File: config.mk
export PLATFORM = sky130hd
export DESIGN_NAME = fifo_cmd_reader_flat
export DESIGN_NICKNAME = d
export VERILOG_FILES = /design/src/rtl/fifo_cmd_reader_pkg.sv /design/src/rtl/fifo_cmd_reader_if.sv /design/src/rtl/fifo_cmd_reader_idle_timer.sv /design/src/rtl/fifo_cmd_reader.sv /design/src/flat_wrapper.sv
export SDC_FILE = /design/constraint.sdc
export NUM_CORES = 1
export LEC_CHECK = 0
export CAP_MARGIN = 20
export CORE_MARGIN = 2
export CORE_UTILIZATION = 40
export CTS_CLUSTER_SIZE = 14
export DETAILED_ROUTE_END_ITERATION = 8
export PLACE_DENSITY = 0.73
export SETUP_SLACK_MARGIN = 0.15
export SYNTH_ARGS = -nofsm -noshare
export SYNTH_HDL_FRONTEND = slang
export SYNTH_SLANG_ARGS = --single-unit
File: constraint.sdc
create_clock -name clk -period 1.75 [get_ports clk]
set_input_delay 0.35 -clock clk [delete_from_list [all_inputs] [get_ports clk]]
set_output_delay 0.35 -clock clk [all_outputs]
set_load 0.05 [all_outputs]
File: src/rtl/fifo_cmd_reader_pkg.sv
// Shared types and constants for the FIFO command reader.
// Optional feature macro: FIFO_CMD_READER_CHECKSUM_EN adds the CSUM state.
package fifo_cmd_pkg;

  localparam int unsigned OP_W  = 8;
  localparam int unsigned LEN_W = 8;

  // Parser states; CSUM exists only when the trailer byte is enabled.
  typedef enum logic [2:0] {
    ST_IDLE    = 3'd0,
    ST_LEN     = 3'd1,
    ST_HDR     = 3'd2,
    ST_PAYLOAD = 3'd3,
    ST_DRAIN   = 3'd4
`ifdef FIFO_CMD_READER_CHECKSUM_EN
    ,
    ST_CSUM    = 3'd5
`endif
  } state_t;

  typedef enum logic [1:0] {
    ERR_NONE     = 2'd0,
    ERR_OVERSIZE = 2'd1,
    ERR_TIMEOUT  = 2'd2,
    ERR_CHECKSUM = 2'd3
  } err_code_t;

  // Latched packet header.
  typedef struct packed {
    logic [OP_W-1:0]  op;
    logic [LEN_W-1:0] len;
  } cmd_hdr_t;

endpackage

File: src/rtl/fifo_cmd_reader_if.sv
// Bundle of the FIFO read side, header channel, payload channel and error
// outputs of the command reader.
//   master : the reader (pops the FIFO, drives header/payload/error)
//   slave  : the environment (FIFO read port and downstream consumers)
interface fifo_cmd_reader_if;
  import fifo_cmd_pkg::*;

  logic [7:0]       fifo_data;
  logic             fifo_empty;
  logic             fifo_rd_en;

  logic             cmd_valid;
  logic             cmd_ready;
  logic [OP_W-1:0]  cmd_op;
  logic [LEN_W-1:0] cmd_len;

  logic             data_valid;
  logic             data_ready;
  logic [7:0]       data;
  logic             data_last;

  logic             err;
  err_code_t        err_code;

  modport master (
    input  fifo_data, fifo_empty, cmd_ready, data_ready,
    output fifo_rd_en, cmd_valid, cmd_op, cmd_len,
           data_valid, data, data_last, err, err_code
  );

  modport slave (
    output fifo_data, fifo_empty, cmd_ready, data_ready,
    input  fifo_rd_en, cmd_valid, cmd_op, cmd_len,
           data_valid, data, data_last, err, err_code
  );

endinterface

File: src/rtl/fifo_cmd_reader_idle_timer.sv
// Idle-cycle watchdog for an unfinished packet.
//   clk, rst_n : clock, async active-low reset
//   clear_i    : restart the count (byte popped or not in a timed state)
//   count_i    : one more idle cycle
//   expired_c  : this idle cycle is number TIMEOUT (combinational)
module cmd_idle_timer #(
  parameter int unsigned TIMEOUT = 255
) (
  input  logic clk,
  input  logic rst_n,
  input  logic clear_i,
  input  logic count_i,
  output logic expired_c
);

  localparam int unsigned RAW_W = $clog2(TIMEOUT + 1);
  localparam int unsigned CNT_W = (RAW_W > 8) ? RAW_W : 8;
  localparam logic [CNT_W-1:0] LIMIT = CNT_W'(TIMEOUT - 1);

  logic [CNT_W-1:0] cnt_q, cnt_d;

  // Fires on the idle cycle that would bring the count to TIMEOUT.
  assign expired_c = count_i && (cnt_q == LIMIT);

  // Clear wins; count holds once the limit is hit.
  always_comb begin
    cnt_d = cnt_q;
    if (clear_i) begin
      cnt_d = '0;
    end else if (count_i && !expired_c) begin
      cnt_d = cnt_q + CNT_W'(1);
    end
  end

  always_ff @(posedge clk or negedge rst_n) begin
    if (!rst_n) begin
      cnt_q <= '0;
    end else begin
      cnt_q <= cnt_d;
    end
  end

endmodule

File: src/rtl/fifo_cmd_reader.sv
// Parses length-prefixed command packets (op, len, payload) from a
// first-word-fall-through byte FIFO; presents {op,len} on a header channel
// and streams the payload on a byte channel with a last flag.
//   clk, reset_n : FIFO read clock, async active-low reset
//   bus (master) : fifo_data/fifo_empty/fifo_rd_en, cmd_valid/ready/op/len,
//                  data_valid/ready/data/data_last, err/err_code
// fifo_rd_en, data_valid, data and data_last are combinational.
// Macro FIFO_CMD_READER_CHECKSUM_EN: trailing XOR checksum byte per packet.
module fifo_cmd_reader
  import fifo_cmd_pkg::*;
#(
  parameter int unsigned MAX_LEN = 64,
  parameter int unsigned TIMEOUT = 255
) (
  input  logic                clk,
  input  logic                reset_n,
  fifo_cmd_reader_if.master   bus
);

  // Remaining-byte counter must hold len+1 when the trailer is drained.
  localparam int unsigned REM_W = LEN_W + 1;
  localparam logic [LEN_W-1:0] MAX_LEN_B = LEN_W'(MAX_LEN);

`ifdef FIFO_CMD_READER_CHECKSUM_EN
  localparam state_t ST_END = ST_CSUM;
`else
  localparam state_t ST_END = ST_IDLE;
`endif

  state_t           state_q, state_d;
  cmd_hdr_t         hdr_q, hdr_d;
  logic [REM_W-1:0] rem_q, rem_d;
  logic             err_q, err_d;
  err_code_t        err_code_q, err_code_d;
  logic             run_q;
`ifdef FIFO_CMD_READER_CHECKSUM_EN
  logic [7:0]       csum_q, csum_d;
`endif

  logic pop_c;
  logic dv_c;
  logic last_c;
  logic timed_c;
  logic expired_c;
  logic timer_clear_c;
  logic timer_count_c;

  // States in which a stalled byte stream is watched for timeout.
  always_comb begin
    timed_c = 1'b0;
    case (state_q)
      ST_LEN, ST_PAYLOAD, ST_DRAIN: timed_c = 1'b1;
`ifdef FIFO_CMD_READER_CHECKSUM_EN
      ST_CSUM:                      timed_c = 1'b1;
`endif
      default:                      timed_c = 1'b0;
    endcase
  end

  assign timer_clear_c = pop_c || !timed_c;
  assign timer_count_c = timed_c && bus.fifo_empty;

  cmd_idle_timer #(
    .TIMEOUT (TIMEOUT)
  ) u_idle_timer (
    .clk       (clk),
    .rst_n     (reset_n),
    .clear_i   (timer_clear_c),
    .count_i   (timer_count_c),
    .expired_c (expired_c)
  );

  // Next-state, pop and payload-channel decode.
  always_comb begin
    state_d    = state_q;
    hdr_d      = hdr_q;
    rem_d      = rem_q;
    err_d      = 1'b0;
    err_code_d = err_code_q;
    pop_c      = 1'b0;
    dv_c       = 1'b0;
    last_c     = 1'b0;
`ifdef FIFO_CMD_READER_CHECKSUM_EN
    csum_d     = csum_q;
`endif

    case (state_q)
      ST_IDLE: begin
        // run_q keeps the pop strobe low until the first edge after reset.
        if (run_q && !bus.fifo_empty) begin
          pop_c    = 1'b1;
          hdr_d.op = bus.fifo_data;
          state_d  = ST_LEN;
`ifdef FIFO_CMD_READER_CHECKSUM_EN
          csum_d   = bus.fifo_data;
`endif
        end
      end

      ST_LEN: begin
        if (!bus.fifo_empty) begin
          pop_c     = 1'b1;
          hdr_d.len = bus.fifo_data;
          rem_d     = REM_W'(bus.fifo_data);
`ifdef FIFO_CMD_READER_CHECKSUM_EN
          csum_d    = csum_q ^ bus.fifo_data;
`endif
          if (bus.fifo_data > MAX_LEN_B) begin
            // Oversize length is never zero since MAX_LEN >= 1.
            err_d      = 1'b1;
            err_code_d = ERR_OVERSIZE;
            state_d    = ST_DRAIN;
`ifdef FIFO_CMD_READER_CHECKSUM_EN
            rem_d      = REM_W'(bus.fifo_data) + REM_W'(1);
`endif
          end else begin
            state_d = ST_HDR;
          end
        end
      end

      ST_HDR: begin
        if (bus.cmd_ready) begin
          state_d = (hdr_q.len == '0) ? ST_END : ST_PAYLOAD;
        end
      end

      ST_PAYLOAD: begin
        dv_c   = !bus.fifo_empty;
        last_c = (rem_q == REM_W'(1));
        if (dv_c && bus.data_ready) begin
          pop_c  = 1'b1;
          rem_d  = rem_q - REM_W'(1);
`ifdef FIFO_CMD_READER_CHECKSUM_EN
          csum_d = csum_q ^ bus.fifo_data;
`endif
          if (last_c) begin
            state_d = ST_END;
          end
        end
      end

      ST_DRAIN: begin
        if (!bus.fifo_empty) begin
          pop_c = 1'b1;
          rem_d = rem_q - REM_W'(1);
          if (rem_q == REM_W'(1)) begin
            state_d = ST_IDLE;
          end
        end
      end

`ifdef FIFO_CMD_READER_CHECKSUM_EN
      ST_CSUM: begin
        if (!bus.fifo_empty) begin
          pop_c   = 1'b1;
          state_d = ST_IDLE;
          if (bus.fifo_data != csum_q) begin
            err_d      = 1'b1;
            err_code_d = ERR_CHECKSUM;
          end
        end
      end
`endif

      default: begin
        state_d = ST_IDLE;
      end
    endcase

    // Expiry implies an empty FIFO, so it never competes with a pop.
    if (expired_c) begin
      state_d    = ST_IDLE;
      err_d      = 1'b1;
      err_code_d = ERR_TIMEOUT;
    end
  end

  always_ff @(posedge clk or negedge reset_n) begin
    if (!reset_n) begin
      state_q    <= ST_IDLE;
      hdr_q      <= '0;
      rem_q      <= '0;
      err_q      <= 1'b0;
      err_code_q <= ERR_NONE;
      run_q      <= 1'b0;
`ifdef FIFO_CMD_READER_CHECKSUM_EN
      csum_q     <= '0;
`endif
    end else begin
      state_q    <= state_d;
      hdr_q      <= hdr_d;
      rem_q      <= rem_d;
      err_q      <= err_d;
      err_code_q <= err_code_d;
      run_q      <= 1'b1;
`ifdef FIFO_CMD_READER_CHECKSUM_EN
      csum_q     <= csum_d;
`endif
    end
  end

  assign bus.fifo_rd_en = pop_c;
  assign bus.cmd_valid  = (state_q == ST_HDR);
  assign bus.cmd_op     = hdr_q.op;
  assign bus.cmd_len    = hdr_q.len;
  assign bus.data_valid = dv_c;
  assign bus.data       = bus.fifo_data;
  assign bus.data_last  = last_c;
  assign bus.err        = err_q;
  assign bus.err_code   = err_code_q;

endmodule

File: src/flat_wrapper.sv
// flat-port wrapper written by rule: the top's interface ports become plain ports
module fifo_cmd_reader_flat import fifo_cmd_pkg::*;
#(
  parameter int unsigned MAX_LEN = 64,
  parameter int unsigned TIMEOUT = 255
)
  (clk, reset_n, bus_fifo_data, bus_fifo_empty, bus_cmd_ready, bus_data_ready, bus_fifo_rd_en, bus_cmd_valid, bus_cmd_op, bus_cmd_len, bus_data_valid, bus_data, bus_data_last, bus_err, bus_err_code);
  fifo_cmd_reader_if bus_i ();
  input  logic clk;
  input  logic reset_n;
  input wire logic [$bits(bus_i.fifo_data)-1:0] bus_fifo_data;
  input wire logic [$bits(bus_i.fifo_empty)-1:0] bus_fifo_empty;
  input wire logic [$bits(bus_i.cmd_ready)-1:0] bus_cmd_ready;
  input wire logic [$bits(bus_i.data_ready)-1:0] bus_data_ready;
  output wire logic [$bits(bus_i.fifo_rd_en)-1:0] bus_fifo_rd_en;
  output wire logic [$bits(bus_i.cmd_valid)-1:0] bus_cmd_valid;
  output wire logic [$bits(bus_i.cmd_op)-1:0] bus_cmd_op;
  output wire logic [$bits(bus_i.cmd_len)-1:0] bus_cmd_len;
  output wire logic [$bits(bus_i.data_valid)-1:0] bus_data_valid;
  output wire logic [$bits(bus_i.data)-1:0] bus_data;
  output wire logic [$bits(bus_i.data_last)-1:0] bus_data_last;
  output wire logic [$bits(bus_i.err)-1:0] bus_err;
  output wire logic [$bits(bus_i.err_code)-1:0] bus_err_code;
  assign bus_i.fifo_data = bus_fifo_data;
  assign bus_i.fifo_empty = bus_fifo_empty;
  assign bus_i.cmd_ready = bus_cmd_ready;
  assign bus_i.data_ready = bus_data_ready;
  assign bus_fifo_rd_en = bus_i.fifo_rd_en;
  assign bus_cmd_valid = bus_i.cmd_valid;
  assign bus_cmd_op = bus_i.cmd_op;
  assign bus_cmd_len = bus_i.cmd_len;
  assign bus_data_valid = bus_i.data_valid;
  assign bus_data = bus_i.data;
  assign bus_data_last = bus_i.data_last;
  assign bus_err = bus_i.err;
  assign bus_err_code = bus_i.err_code;
  fifo_cmd_reader #(.MAX_LEN(MAX_LEN), .TIMEOUT(TIMEOUT)) u_core (.clk(clk), .reset_n(reset_n), .bus(bus_i));
endmodule
==> impl_metrics.py <==
metrics = {
    "timing": {
        "final.period_utilization_pct": 110.1,
        "skew_ns": 0.006588,
        "fin_crit_ns": 1.927,
        "hold_viol": 0,
        "grt_setup_unrepaired": "true",
        "worst_pin_slew_ns": 0.5193,
        "slew_headroom_pct": 65.38,
        "slew_violations": 0,
        "clock.fmax_mhz": 519.0,
        "tns_ns": -1.161,
        "setup_viol": 13,
        "setup_ws_ns": -0.1766,
    },
    "cts": {
        "cts_buffers": 5,
        "clk_pin_slew_worst_paths_ns": 0.09,
        "root_buffer": "clkbuf_8",
        "cts_tree": "done",
        "clockBufferDepth": 2,
        "clock-sinks": 40,
        "insertion_delay_ns": 0.30,
        "h-tree-depth": 2,
        "hold_buffers": 0,
    },
    "yosys": {
        "synth_cell_types": 53,
        "syn_nets": 226,
        "ys_warn_count": 0,
        "ys_ff_latch": 40,
        "syn_inst": 209,
        "synth_edf_count": 0,
        "syn_avg_cell_area_um2": 10.51,
        "synth_seq_area_share_pct": 45.56,
        "synth_ff_type": "dfrtp_1",
        "synth_area_mm2": 0.002197,
        "async_flop_share_pct": 100.0,
    },
    "layout": {
        "layout_common_cells": "buf_4, dfrtp_1, buf_6",
        "fin_area_mm2": 0.003636,
        "areaGrowthSynthToFinish_pct": 65.49,
        "fill_cells": 362,
        "final_common_cell": "buf_4",
        "layoutNonFillerInstCount": 380,
        "drive_gt1_share_pct": 54.52,
        "diodes": 0,
        "nNetsFinal": 326,
    },
    "routing": {
        "routedWlPerCell_um": 18.68,
        "dr.pass1.iters": 5,
        "ant_nets": 0,
        "wl_um": 7100,
        "drc_errors": 0,
        "vias": 2183,
        "viasPerCell": 5.745,
        "dr.first_iter.drc_count": 158,
    },
    "global_routing": {
        "grt_pass1_wl_um": 10650,
        "grt_max_degree": 22,
        "antenna_found_initial": 0,
        "overflow": 0,
        "grt_pass1_vias": 2144,
        "grt_usage_pct": 22.28,
    },
    "die": {
        "die_area_mm2": 0.006102,
        "die_w_um": 78.12,
        "start_util_pct": 42.21,
        "pin_count": 44,
        "core-area_mm2": 0.005205,
        "rows": 26,
        "die_y_um": 78.12,
    },
    "worst_setup_path": {
        "cp-start-kind": "flop",
        "worstPathArrival_ns": 1.58,
        "endpoint_kind": "primary output",
        "critPathKind": "flop to primary output",
        "crit_fanout": 2,
        "required_ns": 1.40,
    },
    "power": {
        "vdd_drop_max_mv": 1.577,
        "p_leak_nw": 1.573,
        "p_per_area_mw_per_mm2": 1845,
    },
    "place": {
        "place_hpwl_um": 4564,
        "dp.cells": 352,
        "place_area_mm2": 0.003107,
        "place_congestion": 0.8931,
        "io_buffers": 43,
    },
    "hold_path": {
        "hold_class": "primary input to async pin",
    },
    "outcome": {
        "violations": "setup timing",
        "status": "complete, but fails checks",
    },
    "flow_run": {
        "maxCapViolations": 0,
    },
}
-- synth_stat cells (all sizes together), types with 2 or more instances --
master   count  share of area, %
or3          2              0.57
dfrtp       40                46
nor2        10               1.7
nor4         4               1.1
o21bai       2              0.68
nand3        6               1.4
o2bb2ai      5               2.3
a21oi       10               2.3
nor3b        3               1.3
o21ai       13               3.0
or4          5               1.7
buf         13               4.2
inv          8               1.4
xnor2        2              0.80
o211ai       6               2.0
a2bb2oi      2              0.80
nand2        9               1.5
a22oi        3               1.0
nor3         2              0.46
mux2i        4               1.8
and3         3              0.85
ha           4               2.3
nand4        4               1.1
clkbuf       3              0.51
nand2b       3              0.85
o31ai        4               1.4
o21a         3               1.0
mux2        16               8.2
-- metal layers --
metal / up-vias / global-route usage (%) / share of wire [%]
met2: 109 / 36.90 / 50
met3: 17 / 2.989 / 6.3
met1: 1069 / 30.24 / 41
li1: 988 / - / -
met4: 0 / 7.368 / 2.1
met5: - / 0 / 0
-- path summary, 6_finish.rpt --
path                                             start                     end  slack (ns)  depth (start not counted)
worst max-delay path                   u_core.rem_q[1]           bus_data_last       -0.18                          7
worst min-delay path                           reset_n       u_core.state_q[0]        0.02                          1
worst max register to register         u_core.rem_q[1]       u_core.state_q[1]       -0.16                          7
worst min register to register  u_core.bus.err_code[0]  u_core.bus.err_code[0]        0.50                          1
max in group asynchronous                      reset_n          u_core.bus.err        1.25                          2
min in group clk                      bus_fifo_data[3]    u_core.bus.cmd_op[3]        0.45                          3
-- flip-flops by register name, summed over array words and instances (netlist names) --
register,count
u_core.bus.cmd_len,8
u_core.bus.cmd_op,8
u_core.bus.err,1
u_core.bus.err_code,2
u_core.rem_q,9
u_core.run_q,1
u_core.state_q,3
u_core.u_idle_timer.cnt_q,8
-- metrics by stage --
| step | worst slack [ns] | total power [mW] | hold slack [ns] | util (%) |
|---|---|---|---|---|
| detailed placement | -0.4482 | 5.063 | 0.3544 | 59.69 |
| CTS | -0.1474 | 6.329 | 0.03147 | 66.73 |
| global route | -0.2745 | 7.015 | 0.05487 | 69.86 |
| global placement | -0.3820 | 4.970 | 0.3490 | 59.69 |
| finish | -0.1766 | 6.707 | 0.01698 | 69.86 |
| floorplan | 0.05337 | 3.758 | 0.05441 | - |
-- critical path, cell delays in order (launching register included) --
cell and delay (ns):
dfrtp_1 0.40, inv_2 0.09, ha_4 0.12, nor4b_4 0.20, nand2_2 0.10, buf_6 0.14, nor2_4 0.09, buf_12 0.14
-- repair_timing --
item                                    CTS  global route
buffers inserted                         12             7
gates resized for setup                  53            29
gates cloned                              0             1
endpoints found under the hold margin     0             0
endpoints found under the setup margin   40            33
pin swaps                                26            15
-- layout make-up --
| cell class | instances | area, um2 | area share [%] |
|---|---|---|---|
| tap | 70 | 87.58 | 2.409 |
| timing repair buffer | 109 | 1065 | 29.28 |
| sequential | 40 | 1002 | 27.56 |
| inverter | 8 | 30.03 | 0.8259 |
| clock buffer | 5 | 68.82 | 1.893 |
| clock inverter | 3 | 46.29 | 1.273 |
| multi-input combinational | 145 | 1336 | 36.75 |
-- power breakdown --
group / switching [mW] / internal (mW) / leakage [nW]
Clock: 0.349 / 0.430 / 0.0548
Sequential: 0.309 / 1.27 / 0.497
Combinational: 2.38 / 1.97 / 1.02
-- logic make-up after synthesis --
group	share of synthesized area (%)
compound gates	20.33
mux	10.02
buf+inv	6.037
simple gates	14.81
flops	45.56
xor+xnor	0.7974
fa+ha+maj	2.278
other cells	0.1707
(Power assumes the default switching activity.)
